## src/rtl/reg_cmd_if.sv

```systemverilog
// reg_cmd_if: command RX, register file and response TX signals of reg_cmd_ctrl
interface reg_cmd_if #(
  parameter int ADDR_WIDTH = 4,
  parameter int DATA_WIDTH = 8
);
  logic [DATA_WIDTH-1:0] RX_P_DATA;
  logic                  RX_D_VLD;
  logic                  WrEn;
  logic                  RdEn;
  logic [ADDR_WIDTH-1:0] Address;
  logic [DATA_WIDTH-1:0] WrData;
  logic [DATA_WIDTH-1:0] RdData;
  logic                  RdData_Valid;
  logic [DATA_WIDTH-1:0] TX_P_DATA;
  logic                  TX_D_VLD;
  logic                  TX_Ready;
  logic                  Busy;
  modport master (
    input  RX_P_DATA, RX_D_VLD, RdData, RdData_Valid, TX_Ready,
    output WrEn, RdEn, Address, WrData, TX_P_DATA, TX_D_VLD, Busy
  );
  modport slave (
    output RX_P_DATA, RX_D_VLD, RdData, RdData_Valid, TX_Ready,
    input  WrEn, RdEn, Address, WrData, TX_P_DATA, TX_D_VLD, Busy
  );
endinterface

```

## src/rtl/reg_cmd_ctrl.sv

```systemverilog
// reg_cmd_ctrl: decodes 0xAA write / 0xBB read command frames into register accesses and returns read data.
// Define WR_ACK_EN to answer every write with an 0xAC acknowledge byte.
module reg_cmd_ctrl #(
  parameter int                    ADDR_WIDTH = 4,
  parameter int                    DATA_WIDTH = 8,
  parameter int                    TIMEOUT    = 15,
  parameter logic [DATA_WIDTH-1:0] ERR_CODE   = 8'hEE
) (
  input logic       clk,
  input logic       rst,
  reg_cmd_if.master b
);
  localparam int CW = $clog2(TIMEOUT + 1);
  localparam logic [DATA_WIDTH-1:0] CMD_WR = 'hAA;
  localparam logic [DATA_WIDTH-1:0] CMD_RD = 'hBB;
`ifdef WR_ACK_EN
  localparam logic [DATA_WIDTH-1:0] WR_ACK = 'hAC;
`endif
  typedef enum logic [2:0] {IDLE, WR_ADDR, WR_DATA, WR_PULSE, RD_ADDR, RD_WAIT, TX_SEND} state_t;
  state_t                state, state_d;
  logic [CW-1:0]         cnt, cnt_d;
  logic [ADDR_WIDTH-1:0] addr_d;
  logic [DATA_WIDTH-1:0] wdata_d, tx_d;
  always_comb begin
    state_d = state;
    cnt_d   = cnt;
    addr_d  = b.Address;
    wdata_d = b.WrData;
    tx_d    = b.TX_P_DATA;
    case (state)
      IDLE:
        if (b.RX_D_VLD)
          state_d = b.RX_P_DATA == CMD_WR ? WR_ADDR : b.RX_P_DATA == CMD_RD ? RD_ADDR : IDLE;
      WR_ADDR:
        if (b.RX_D_VLD) begin
          addr_d  = b.RX_P_DATA[ADDR_WIDTH-1:0];
          state_d = WR_DATA;
        end
      WR_DATA:
        if (b.RX_D_VLD) begin
          wdata_d = b.RX_P_DATA;
          state_d = WR_PULSE;
        end
      WR_PULSE: begin
`ifdef WR_ACK_EN
        tx_d    = WR_ACK;
        state_d = TX_SEND;
`else
        state_d = IDLE;
`endif
      end
      RD_ADDR:
        if (b.RX_D_VLD) begin
          addr_d  = b.RX_P_DATA[ADDR_WIDTH-1:0];
          cnt_d   = '0;
          state_d = RD_WAIT;
        end
      RD_WAIT:
        if (b.RdData_Valid) begin
          tx_d    = b.RdData;
          state_d = TX_SEND;
        end else begin
          // RdEn stays high for TIMEOUT cycles; a valid in the last one still wins
          cnt_d = cnt + 1'b1;
          if (cnt == CW'(TIMEOUT - 1)) begin
            tx_d    = ERR_CODE;
            state_d = TX_SEND;
          end
        end
      TX_SEND:
        if (b.TX_Ready) state_d = IDLE;
      default: state_d = IDLE;
    endcase
  end
  always_ff @(posedge clk or negedge rst) begin
    if (!rst) begin
      state       <= IDLE;
      cnt         <= '0;
      b.Address   <= '0;
      b.WrData    <= '0;
      b.TX_P_DATA <= '0;
      b.WrEn      <= 1'b0;
      b.RdEn      <= 1'b0;
      b.TX_D_VLD  <= 1'b0;
      b.Busy      <= 1'b0;
    end else begin
      state       <= state_d;
      cnt         <= cnt_d;
      b.Address   <= addr_d;
      b.WrData    <= wdata_d;
      b.TX_P_DATA <= tx_d;
      b.WrEn      <= state_d == WR_PULSE;
      b.RdEn      <= state_d == RD_WAIT;
      b.TX_D_VLD  <= state_d == TX_SEND;
      b.Busy      <= state_d != IDLE;
    end
  end
endmodule

```

## src/flat_wrapper.sv

```systemverilog
// flat-port wrapper written by rule: the top's interface ports become plain ports
module reg_cmd_ctrl_flat 
#(
  parameter int                    ADDR_WIDTH = 4,
  parameter int                    DATA_WIDTH = 8,
  parameter int                    TIMEOUT    = 15,
  parameter logic [DATA_WIDTH-1:0] ERR_CODE   = 8'hEE
)
  (clk, rst, b_RX_P_DATA, b_RX_D_VLD, b_RdData, b_RdData_Valid, b_TX_Ready, b_WrEn, b_RdEn, b_Address, b_WrData, b_TX_P_DATA, b_TX_D_VLD, b_Busy);
  reg_cmd_if #(.ADDR_WIDTH(ADDR_WIDTH), .DATA_WIDTH(DATA_WIDTH)) b_i ();
  input logic clk;
  input logic rst;
  input wire logic [$bits(b_i.RX_P_DATA)-1:0] b_RX_P_DATA;
  input wire logic [$bits(b_i.RX_D_VLD)-1:0] b_RX_D_VLD;
  input wire logic [$bits(b_i.RdData)-1:0] b_RdData;
  input wire logic [$bits(b_i.RdData_Valid)-1:0] b_RdData_Valid;
  input wire logic [$bits(b_i.TX_Ready)-1:0] b_TX_Ready;
  output wire logic [$bits(b_i.WrEn)-1:0] b_WrEn;
  output wire logic [$bits(b_i.RdEn)-1:0] b_RdEn;
  output wire logic [$bits(b_i.Address)-1:0] b_Address;
  output wire logic [$bits(b_i.WrData)-1:0] b_WrData;
  output wire logic [$bits(b_i.TX_P_DATA)-1:0] b_TX_P_DATA;
  output wire logic [$bits(b_i.TX_D_VLD)-1:0] b_TX_D_VLD;
  output wire logic [$bits(b_i.Busy)-1:0] b_Busy;
  assign b_i.RX_P_DATA = b_RX_P_DATA;
  assign b_i.RX_D_VLD = b_RX_D_VLD;
  assign b_i.RdData = b_RdData;
  assign b_i.RdData_Valid = b_RdData_Valid;
  assign b_i.TX_Ready = b_TX_Ready;
  assign b_WrEn = b_i.WrEn;
  assign b_RdEn = b_i.RdEn;
  assign b_Address = b_i.Address;
  assign b_WrData = b_i.WrData;
  assign b_TX_P_DATA = b_i.TX_P_DATA;
  assign b_TX_D_VLD = b_i.TX_D_VLD;
  assign b_Busy = b_i.Busy;
  reg_cmd_ctrl #(.ADDR_WIDTH(ADDR_WIDTH), .DATA_WIDTH(DATA_WIDTH), .TIMEOUT(TIMEOUT), .ERR_CODE(ERR_CODE)) u_core (.clk(clk), .rst(rst), .b(b_i));
endmodule
```

## config.mk

```make
export PLATFORM = sky130hd
export DESIGN_NAME = reg_cmd_ctrl_flat
export DESIGN_NICKNAME = d
export VERILOG_FILES = /design/src/rtl/reg_cmd_if.sv /design/src/rtl/reg_cmd_ctrl.sv /design/src/flat_wrapper.sv
export SDC_FILE = /design/constraint.sdc
export NUM_CORES = 1
export LEC_CHECK = 0
export ABC_AREA = 0
export BUFFER_PORTS_ARGS = -buffer_cell sky130_fd_sc_hd__buf_2
export CAP_MARGIN = 40
export CELL_PAD_IN_SITES_DETAIL_PLACEMENT = 1
export CELL_PAD_IN_SITES_GLOBAL_PLACEMENT = 2
export CORE_MARGIN = 1.5
export CORE_UTILIZATION = 35
export DETAILED_ROUTE_END_ITERATION = 12
export PLACE_DENSITY_LB_ADDON = 0.1
export SYNTH_ARGS = -nofsm -noshare
export SYNTH_HDL_FRONTEND = slang
export SYNTH_SLANG_ARGS = --single-unit
```

## constraint.sdc

```tcl
create_clock -name clk -period 2.99 [get_ports clk]
set_input_delay 0.299 -clock clk [delete_from_list [all_inputs] [get_ports clk]]
set_output_delay 0.299 -clock clk [all_outputs]
set_load 0.05 [all_outputs]
```

==> results of run 1 <==
-- worst max path at each step --
| stage | slack, ns | to | from | cells past startpoint |
|---|---|---|---|---|
| finish | 1.45 | u_core.b.WrData[7] | u_core.state[2] | 3 |
| global route | 1.36 | u_core.b.WrData[2] | u_core.state[2] | 3 |
| CTS | 1.44 | u_core.b.WrData[2] | u_core.state[2] | 3 |
| detailed placement | 1.45 | u_core.b.WrData[2] | u_core.state[2] | 3 |
| global placement | 1.49 | u_core.b.WrData[6] | u_core.state[2] | 3 |
| floorplan | 1.54 | u_core.state[1] | u_core.cnt[0] | 6 |
-- synth_stat cells, drive strengths merged (2+ instances only) --
master / number
mux2: 12
o22a: 6
nand4bb: 2
mux2i: 2
o21ai: 6
buf: 5
nand4: 3
a21oi: 2
nor2: 3
nand3b: 3
inv: 3
ha: 2
nand3: 5
xor2: 2
dfrtp: 31
and4bb: 2
nand2: 9
-- stage by stage --
step                setup WS [ns]  area, µm²
floorplan                    1.54       1490
global placement             1.49       1720
detailed placement           1.45       1720
CTS                          1.44       1810
global route                 1.36       1810
finish                       1.45       1810
-- layer usage --
layer	up-vias	GRT usage, %	wire, µm
li1	489	-	-
met1	519	17.7	1360
met2	27	28.5	1670
met3	6	3.95	166
met4	0	7.75	52
met5	-	0	0
-- where the power goes --
group / switching [W] / internal (W)
clock: 0.000158 / 0.000162
sequential: 0.0000960 / 0.000530
combinational: 0.000499 / 0.000286
-- layout make-up --
type                            count  area [µm²]
Sequential cell                    31         776
Timing Repair Buffer               44         220
Clock buffer                        6        72.6
Fill cell                         444        2250
Tap cell                           50        62.6
Clock inverter                      2        12.5
Inverter                            3        11.3
Multi-Input combinational cell     71         651
-- registers in the layout, indices dropped and copies added, names as in the netlist --
name and count:
u_core.b.Busy 1, u_core.cnt 4, u_core.b.WrData 8, u_core.b.TX_P_DATA 8, u_core.state 3, u_core.b.WrEn 1, u_core.b.Address 4, u_core.b.TX_D_VLD 1
u_core.b.RdEn 1
-- worst max-delay path: stages, from the launching register on --
cell	delay, ns
dfrtp_1	0.54
nor2_2	0.24
and3_4	0.32
mux2_4	0.32
-- kinds of logic after synthesis --
logic type	after synthesis	share of synthesized area, %
XOR/XNOR	2	2.43
multiplexers	14	13.4
AO/OA/AOI/OAI	18	9.23
flip-flops	31	52.0
AND/OR/NAND/NOR	35	16.9
adder cells (fa/ha/maj)	2	1.68
buffers and inverters	8	4.36
==> impl_results.md, run 1 <==
* Root Buffer: clkbuf_8
* Final HPWL DP at 2430 µm
* Status: complete, no violations
* Fin cells at 207
* Sequential share of the synthesized area at 52.0%
* Avg Synthesized Cell Area at 13.6 µm²
* Yosys warns at 0
* Setup bufs post-CTS at 0
* Reg clk slew, reported paths at 0.07 ns
* Fin. Hold Viols at 0
* First-pass DRT Iterations at 2
* Vias post-DR at 1041
* Number of port buffers at 44
* Worst Setup Start Kind: flop
* Area Overhead vs Synth at 21.1%
* Synth Instances at 110
* Nets at 179
* DIE WIDTH at 68.3 µm
* # H-tree levels at 2
* Routability cong. at 0.714
* Initial antenna violation count at 0
* Flop-to-flop setup slack at 1.45 ns
* I/O pin count at 45
* Crit path time final at 1.54 ns
* Worst vdd ir at 0.238 mV
* Largest net degree at the start of global routing at 32
* TNS Setup at 0 ns
* Dpl cells at 199
* Post-synth EDFFs at 0
* Worst Path Required at 3.16 ns
* Placeable Area at 0.00406 mm²
* Fmax at 0.651 GHz
* Residual DRC at 0
* #FFs+latches synth at 31
* Clk sinks at 31
* Vias in the first global route at 1102
* Vert. Die Dim at 68.3 µm
* Final WL at 3250 µm
* Commonest non-fill, non-tap cell in the layout: buf_2
* Setup violations, final at 0
* Number of max-cap violations at 0
* Worst Tran Pin Value at 0.696 ns
* Syn Nets at 133
* Std cell rows at 23
* Routed len/inst at 15.7 µm
* Most used DFF post-synth: dfrtp_1
* Post_cts resized at 0
* Synth top area cells: dfrtp_1 (52%), mux2_4 (12%), o22a_1 (3.5%)
* PwrDens at 959 mW/mm²
* Hold_ws at 0.0543 ns
* Synth unique cells at 35
* Final core occ at 44.5%
* Synth Cell Area at 0.00149 mm²
* Clock latency on the worst-skew pair at 0.28 ns
* Tot GR Track Use at 16.0%
* CTS Buffer Depth at 2
* Area leader, netlist: dfrtp_1
* CTS Hold Buffers Added at 0
* Top cell type's share of synthesized area at 52.0%
* Worst hold-check path type: in -> async
* TritonCTS clock tree: yes
* # diodes at 0
* Worst r2r src: u_core.state[2]
* Tot Pwr at 0.00173 W
* Capturing point of the worst reg2reg path: u_core.b.WrData[7]
* Vias/cell at 5.03
* Total global routing overflow at 0
* Pleak at 0.917 nW
* Crit path kind: reg -> reg
* CP max FO at 11
* Crit. End Element: flop
* Commonest non-fill, non-tap cells in the layout: buf_2 (44), dfrtp_1 (31), mux2_4 (12)
* Slew Limit Headroom at 53.6%
* Clock skew at 0.00520 ns
* First-pass GRT wire length at 5260 µm
* Crit path DAT at 1.71 ns
* Total CTS buffers at 5
* DRT iter0 DRCs at 39
* Synth async-reset ratio at 100%
* Unrepaired setup endpoints after global routing: no
* Starting Density at 36.8%
* Final period util at 51.4%
* Antenna Violating Nets Remaining at 0
* Die area at 0.00466 mm²
* Share of layout cells above drive strength 1 at 45.2%
* FF-to-FF path depth at 3
* Max-slew violations at 0
Power figures use the tool's default switching activity.
==> inputs of run 2 (changes only) <==
- CORE_UTILIZATION: 35 -> 30
- clock period: 2.99 -> 1.39 ns (I/O delays scaled with it)
==> run 2 against run 1 <==
Critical path depth unchanged. Clock power grew to 3.2 times the previous value. Setup slack worse by 1.4 ns. Wire length up 5.6%. Worst hold slack improved by 0.018 ns. Register-to-register slack lost 1.4 ns. Critical endpoint is now u_core.b.WrData[4]. Largest power group unchanged.
==> impl_results.md, run 2 (synthesis results as in run 1) <==
* Top flop regs: u_core.b.TX_P_DATA: 8 flops, u_core.b.WrData: 8 flops
* TNS Setup at 0 ns (unchanged)
* Residual DRC at 0 (unchanged)
* Reg clk slew, reported paths at 0.06 ns (about the same)
* Routability cong. at 0.751 (+5.2%)
* Pleak at 0.999 nW (+9.0%)
* Largest net degree at the start of global routing at 32 (unchanged)
* Worst hold-check path type: in -> reg
* First-pass GRT wire length at 5690 µm (+8.1%)
* Number of max-cap violations at 0 (unchanged)
* Crit path time final at 1.35 ns (-0.189 ns)
* Clk sinks at 31 (unchanged)
* Crit path DAT at 1.51 ns (-0.20 ns)
* # diodes at 0 (unchanged)
* Placeable Area at 0.00475 mm² (+17%)
* TritonCTS clock tree: yes
* Worst vdd ir at 0.813 mV (+240%)
* Tot GR Track Use at 14.1% (-1.9 points)
* Share of layout cells above drive strength 1 at 51.5% (+6.3 points)
* I/O pin count at 45 (unchanged)
* Status: complete, no violations
* NetSw at 0.00163 W (+120%)
* Flop-to-flop setup slack at 0.04 ns (-1.41 ns)
* Vias post-DR at 1088 (+4.5%)
* Final HPWL DP at 2560 µm (+5.2%)
* Fin. Hold Viols at 0 (unchanged)
* Setup violations, final at 0 (unchanged)
* # H-tree levels at 2 (unchanged)
* Fmax at 0.743 GHz (+14%)
* CP max FO at 6 (-5)
* Commonest non-fill, non-tap cell in the layout: buf_2
* Number of port buffers at 44 (unchanged)
* Worst Setup Start Kind: flop
* Hold_ws at 0.0722 ns (+0.0179 ns)
* Nets at 191 (+6.7%)
* DIE WIDTH at 73.5 µm (+7.7%)
* Final WL at 3430 µm (+5.6%)
* Area Overhead vs Synth at 33.2%
* Die area at 0.00540 mm² (+16%)
* DRT iter0 DRCs at 44 (+13%)
* CTS Buffer Depth at 2 (unchanged)
* PwrDens at 2120 mW/mm² (+120%)
* Clock skew at 0.00554 ns (+0.000337 ns)
* Worst Tran Pin Value at 0.392 ns (-0.305 ns)
* Cell area after layout at 0.00199 mm² (+10%)
* Crit path kind: reg -> reg
* Total global routing overflow at 0 (unchanged)
* Sw Ratio at 38.8% (-4.7 points)
* Routed len/inst at 14.5 µm (-7.4%)
* FILL cells at 528 (+19%)
* Vert. Die Dim at 73.5 µm (+7.7%)
* Initial antenna violation count at 0 (unchanged)
* Internal power at 0.00258 W (+160%)
* Starting Density at 31.4% (-5.4 points)
* Sequential share of power at 31.9% (-4.3 points)
* Antenna Violating Nets Remaining at 0 (unchanged)
* Unrepaired setup endpoints after global routing: yes
* First-pass DRT Iterations at 3 (+1)
* Commonest non-fill, non-tap cells in the layout: buf_2 (44), dfrtp_1 (28), mux2_4 (12)
* Final core occ at 41.8% (-2.7 points)
* Vias in the first global route at 1151 (+4.4%)
* Slew Limit Headroom at 73.9% (+20 points)
* Std cell rows at 25 (+8.7%)
* Post-place instance area at 0.00182 mm² (+5.6%)
* Root Buffer: clkbuf_8
* Clk pwr share at 24.5% (+6.0 points)
* Vias/cell at 4.61 (-8.3%)
* Final period util at 96.8% (+45 points)
* Crit. End Element: flop
* Worst Path Required at 1.55 ns (-1.61 ns)
* Combinational power share at 43.6% (-1.7 points)
* Total CTS buffers at 5 (unchanged)
* Max-slew violations at 0 (unchanged)
* Clock latency on the worst-skew pair at 0.28 ns (about the same)
==> run 2: cell types whose count changed in the layout (fill, tap and decap cells not counted), sizes merged <==
cell / delta
and3: +1
buf: +10
bufinv: +2
clkinv: -1
clkinvlp: -1
dlygate4sd3: +1
==> run 2: layout make-up <==
class	instances	area, µm²	share of cell area, %
inverter	3	11.3	0.567
clock inverter	2	60.1	3.02
multi-input combinational	72	671	33.8
timing repair buffer	55	309	15.6
clock buffer	6	72.6	3.65
sequential	31	779	39.2
tap	67	83.8	4.22
==> run 2: power groups by stage <==
stage / registers [W] / clock network [W] / logic [W]
2_1_floorplan: 0.00203 / 0 / 0.000716
3_3_place_gp: 0.00134 / 0 / 0.00178
3_5_place_dp: 0.00136 / 0 / 0.00180
4_1_cts: 0.00134 / 0.00108 / 0.00182
5_1_grt: 0.00137 / 0.00111 / 0.00194
6_report: 0.00134 / 0.00103 / 0.00184
==> run 2: worst max-delay path: stages, from the launching register on <==
cell,delay [ns]
dfrtp_2,0.50
nor2_4,0.15
and3_2,0.27
mux2_4,0.31
==> run 2: what timing repair did <==
action                                  4_1_cts  5_1_grt
endpoints found under the hold margin        31        0
pin swaps                                     0        2
gates resized for setup                       2        4
hold buffers                                  1        0
gates cloned                                  0        1
endpoints found under the setup margin       25       19
setup buffers                                 0        1
==> run 2: stage by stage <==
stage               worst slack, ns  power, W  instances
global placement            -0.0561   0.00311        225
floorplan                    0.0207   0.00275        110
finish                       0.0441   0.00422        236
global route              -0.000393   0.00443        236
detailed placement          -0.0826   0.00316        225
CTS                          0.0137   0.00424        234
==> run 2: path summary, 6_finish.rpt <==
check	start	endpoint	cells past startpoint
setup reg to reg	u_core.state[2]	u_core.b.WrData[4]	3
hold / removal	b_RdData[6]	u_core.b.TX_P_DATA[6]	2
max in group asynchronous	rst	u_core.state[2]	3
min in group asynchronous	rst	u_core.b.WrEn	3
hold reg to reg	u_core.b.Address[0]	u_core.b.Address[0]	1
setup / recovery	u_core.state[2]	u_core.b.WrData[4]	3
==> run 2: metal layers <==
layer	track usage, %	wire [µm]	up-vias
li1	-	-	516
met1	16.7	1410	540
met2	24.1	1820	26
met3	3.70	149	6
met4	5.56	48	0
met5	0	0	-
==> inputs of run 3 (changes only) <==
- REMOVE_ABC_BUFFERS: not set -> 1
==> run 3 against run 2 <==
Setup slack better by 0.0069 ns. Via count is 0.55% higher. Fmax is 0.52% higher. Cell count is 0.85% higher. Count of clock-buffer cells in the layout is 1 higher. Die area stayed put. Critical path depth stayed put. Combinational power is 3% higher. Critical path type unchanged. Critical endpoint is now u_core.b.WrData[7]. Largest cell class unchanged.
==> impl_results.md, run 3 (synthesis results as in run 1) <==
* Status: complete, no violations
* Share of layout cells above drive strength 1 at 50.3% (-1.2 points)
* HP Start: b_RdData[5]
* Largest net degree at the start of global routing at 18 (-44%)
* Cell area after layout at 0.00196 mm² (-1.2%)
* Crit path max-delay cell type: dfrtp_2
* Vias/cell at 4.60 (-0.29%)
* Antenna Violating Nets Remaining at 0 (unchanged)
* Routed len/inst at 14.2 µm (-1.9%)
* Commonest non-fill, non-tap cells in the layout: buf_2 (44), dfrtp_1 (29), mux2_4 (12)
* Total CTS buffers at 5 (unchanged)
* Final HPWL DP at 2660 µm (+4.2%)
* Nets at 193 (+1.0%)
* Final WL at 3390 µm (-1.1%)
* Worst setup path start: u_core.state[2]
* CP cell instances: nor2_2 > and3_4 > mux2_4
* Residual DRC at 0 (unchanged)
* Setup bufs post-CTS at 0 (unchanged)
* Area Overhead vs Synth at 31.6%
* Fin. Hold Viols at 0 (unchanged)
* Crit path DAT at 1.51 ns (about the same)
* Post-place instance area at 0.00186 mm² (+2.6%)
* PwrDens at 1970 mW/mm² (-7.2%)
* Number of max-cap violations at 0 (unchanged)
* Total global routing overflow at 0 (unchanged)
* Top flop regs: u_core.b.TX_P_DATA: 8 flops, u_core.b.WrData: 8 flops
* TritonCTS clock tree: yes
* Vert. Die Dim at 73.5 µm (unchanged)
* CP Buf/Inv Count at 0 (unchanged)
* CTS Buffer Depth at 2 (unchanged)
* # diodes at 0 (unchanged)
* Initial antenna violation count at 0 (unchanged)
* Worst Setup Start Kind: flop
* Routability cong. at 0.743 (-0.97%)
* Worst vdd ir at 0.618 mV (-24%)
* Setup violations, final at 0 (unchanged)
* WHS Path Cells at 2 (unchanged)
* Clock latency on the worst-skew pair at 0.28 ns (about the same)
* DRT iter0 DRCs at 11 (-75%)
* Worst Path Required at 1.56 ns (about the same)
* CP peak stage delay at 0.45 ns (-0.05 ns)
* Tot GR Track Use at 14.5% (+0.42 points)
* Vias in the first global route at 1198 (+4.1%)
* # H-tree levels at 2 (unchanged)
* Crit. End Element: flop
* CP top delay family: simple AND/OR/NAND/NOR gates
* Commonest non-fill, non-tap cell in the layout: buf_2
* Worst Tran Pin Value at 0.409 ns (+0.0174 ns)
* Number of port buffers at 44 (unchanged)
* Hold_ws at 0.0642 ns (-0.00798 ns)
* DIE WIDTH at 73.5 µm (unchanged)
* Clock skew at 0.00311 ns (-0.00243 ns)
* Std cell rows at 25 (unchanged)
* Vias post-DR at 1094 (+0.55%)
* First-pass GRT wire length at 5750 µm (+1.1%)
* Final period util at 96.3% (-0.50 points)
* Worst r2r src: u_core.state[2]
* Max-slew violations at 0 (unchanged)
* CP max FO at 9 (+3)
* Root Buffer: clkbuf_8
* Die area at 0.00540 mm² (unchanged)
* Unrepaired setup endpoints after global routing: no
* Tot Pwr at 0.00387 W (-8.3%)
* Placeable Area at 0.00475 mm² (unchanged)
* Worst hold-check path type: in -> reg
* Starting Density at 31.4% (unchanged)
* Clk sinks at 31 (unchanged)
* Crit path kind: reg -> reg
* TNS Setup at 0 ns (unchanged)
* Reg clk slew, reported paths at 0.07 ns (about the same)
* Pleak at 0.992 nW (-0.69%)
* Crit path time final at 1.34 ns (-0.00690 ns)
* FF-to-FF path depth at 3 (unchanged)
* CP Depth at 3 (unchanged)
* I/O pin count at 45 (unchanged)
* Fmax at 0.747 GHz (+0.52%)
* First-pass DRT Iterations at 4 (+1)
* Slew Limit Headroom at 72.7% (-1.2 points)
==> run 3: layout make-up <==
type / count / area (µm²)
clock buffers: 7 / 76.3
flip-flops and latches: 31 / 778
clock inverters: 1 / 5.00
fillers: 542 / 2790
repair buffers: 58 / 353
inverters: 3 / 11.3
well taps: 67 / 83.8
multi-input cells: 71 / 656
==> run 3: power breakdown <==
group | switching (W) | total, W | internal [W]
clock | 0.000330 | 0.000681 | 0.000351
combinational | 0.00116 | 0.00189 | 0.000731
sequential | 0.000150 | 0.00130 | 0.00115
total | 0.00164 | 0.00387 | 0.00223
==> run 3: final timing paths <==
| kind | endpoint | slack (ns) |
|---|---|---|
| max | u_core.b.WrData[7] | 0.05 |
| min | u_core.b.TX_P_DATA[5] | 0.06 |
| max reg2reg | u_core.b.WrData[7] | 0.05 |
| min reg2reg | u_core.b.TX_P_DATA[2] | 0.50 |
| max in group asynchronous | u_core.state[0] | 0.64 |
| min in group asynchronous | u_core.b.WrEn | 0.32 |
==> run 3: repair_timing <==
item	4_1_cts	5_1_grt
resized for setup	0	3
hold endpoints to repair	16	0
hold buffers	1	0
endpoints found under the setup margin	0	12
==> run 3: per-stage QoR <==
stage	cells	setup WS, ns	util, %
2_1_floorplan	105	-0.0278	-
3_3_place_gp	229	0.0690	39.2
3_5_place_dp	229	0.0174	39.2
4_1_cts	238	0.0216	41.1
5_1_grt	238	0.00280	41.3
6_report	238	0.0510	41.3
==> run 3: per-layer routing <==
metal / GRT usage, % / part of all wire, %
met5: 0 / 0
met1: 15.3 / 42
met3: 5.35 / 4.9
met4: 5.56 / 0.94
met2: 26.0 / 53
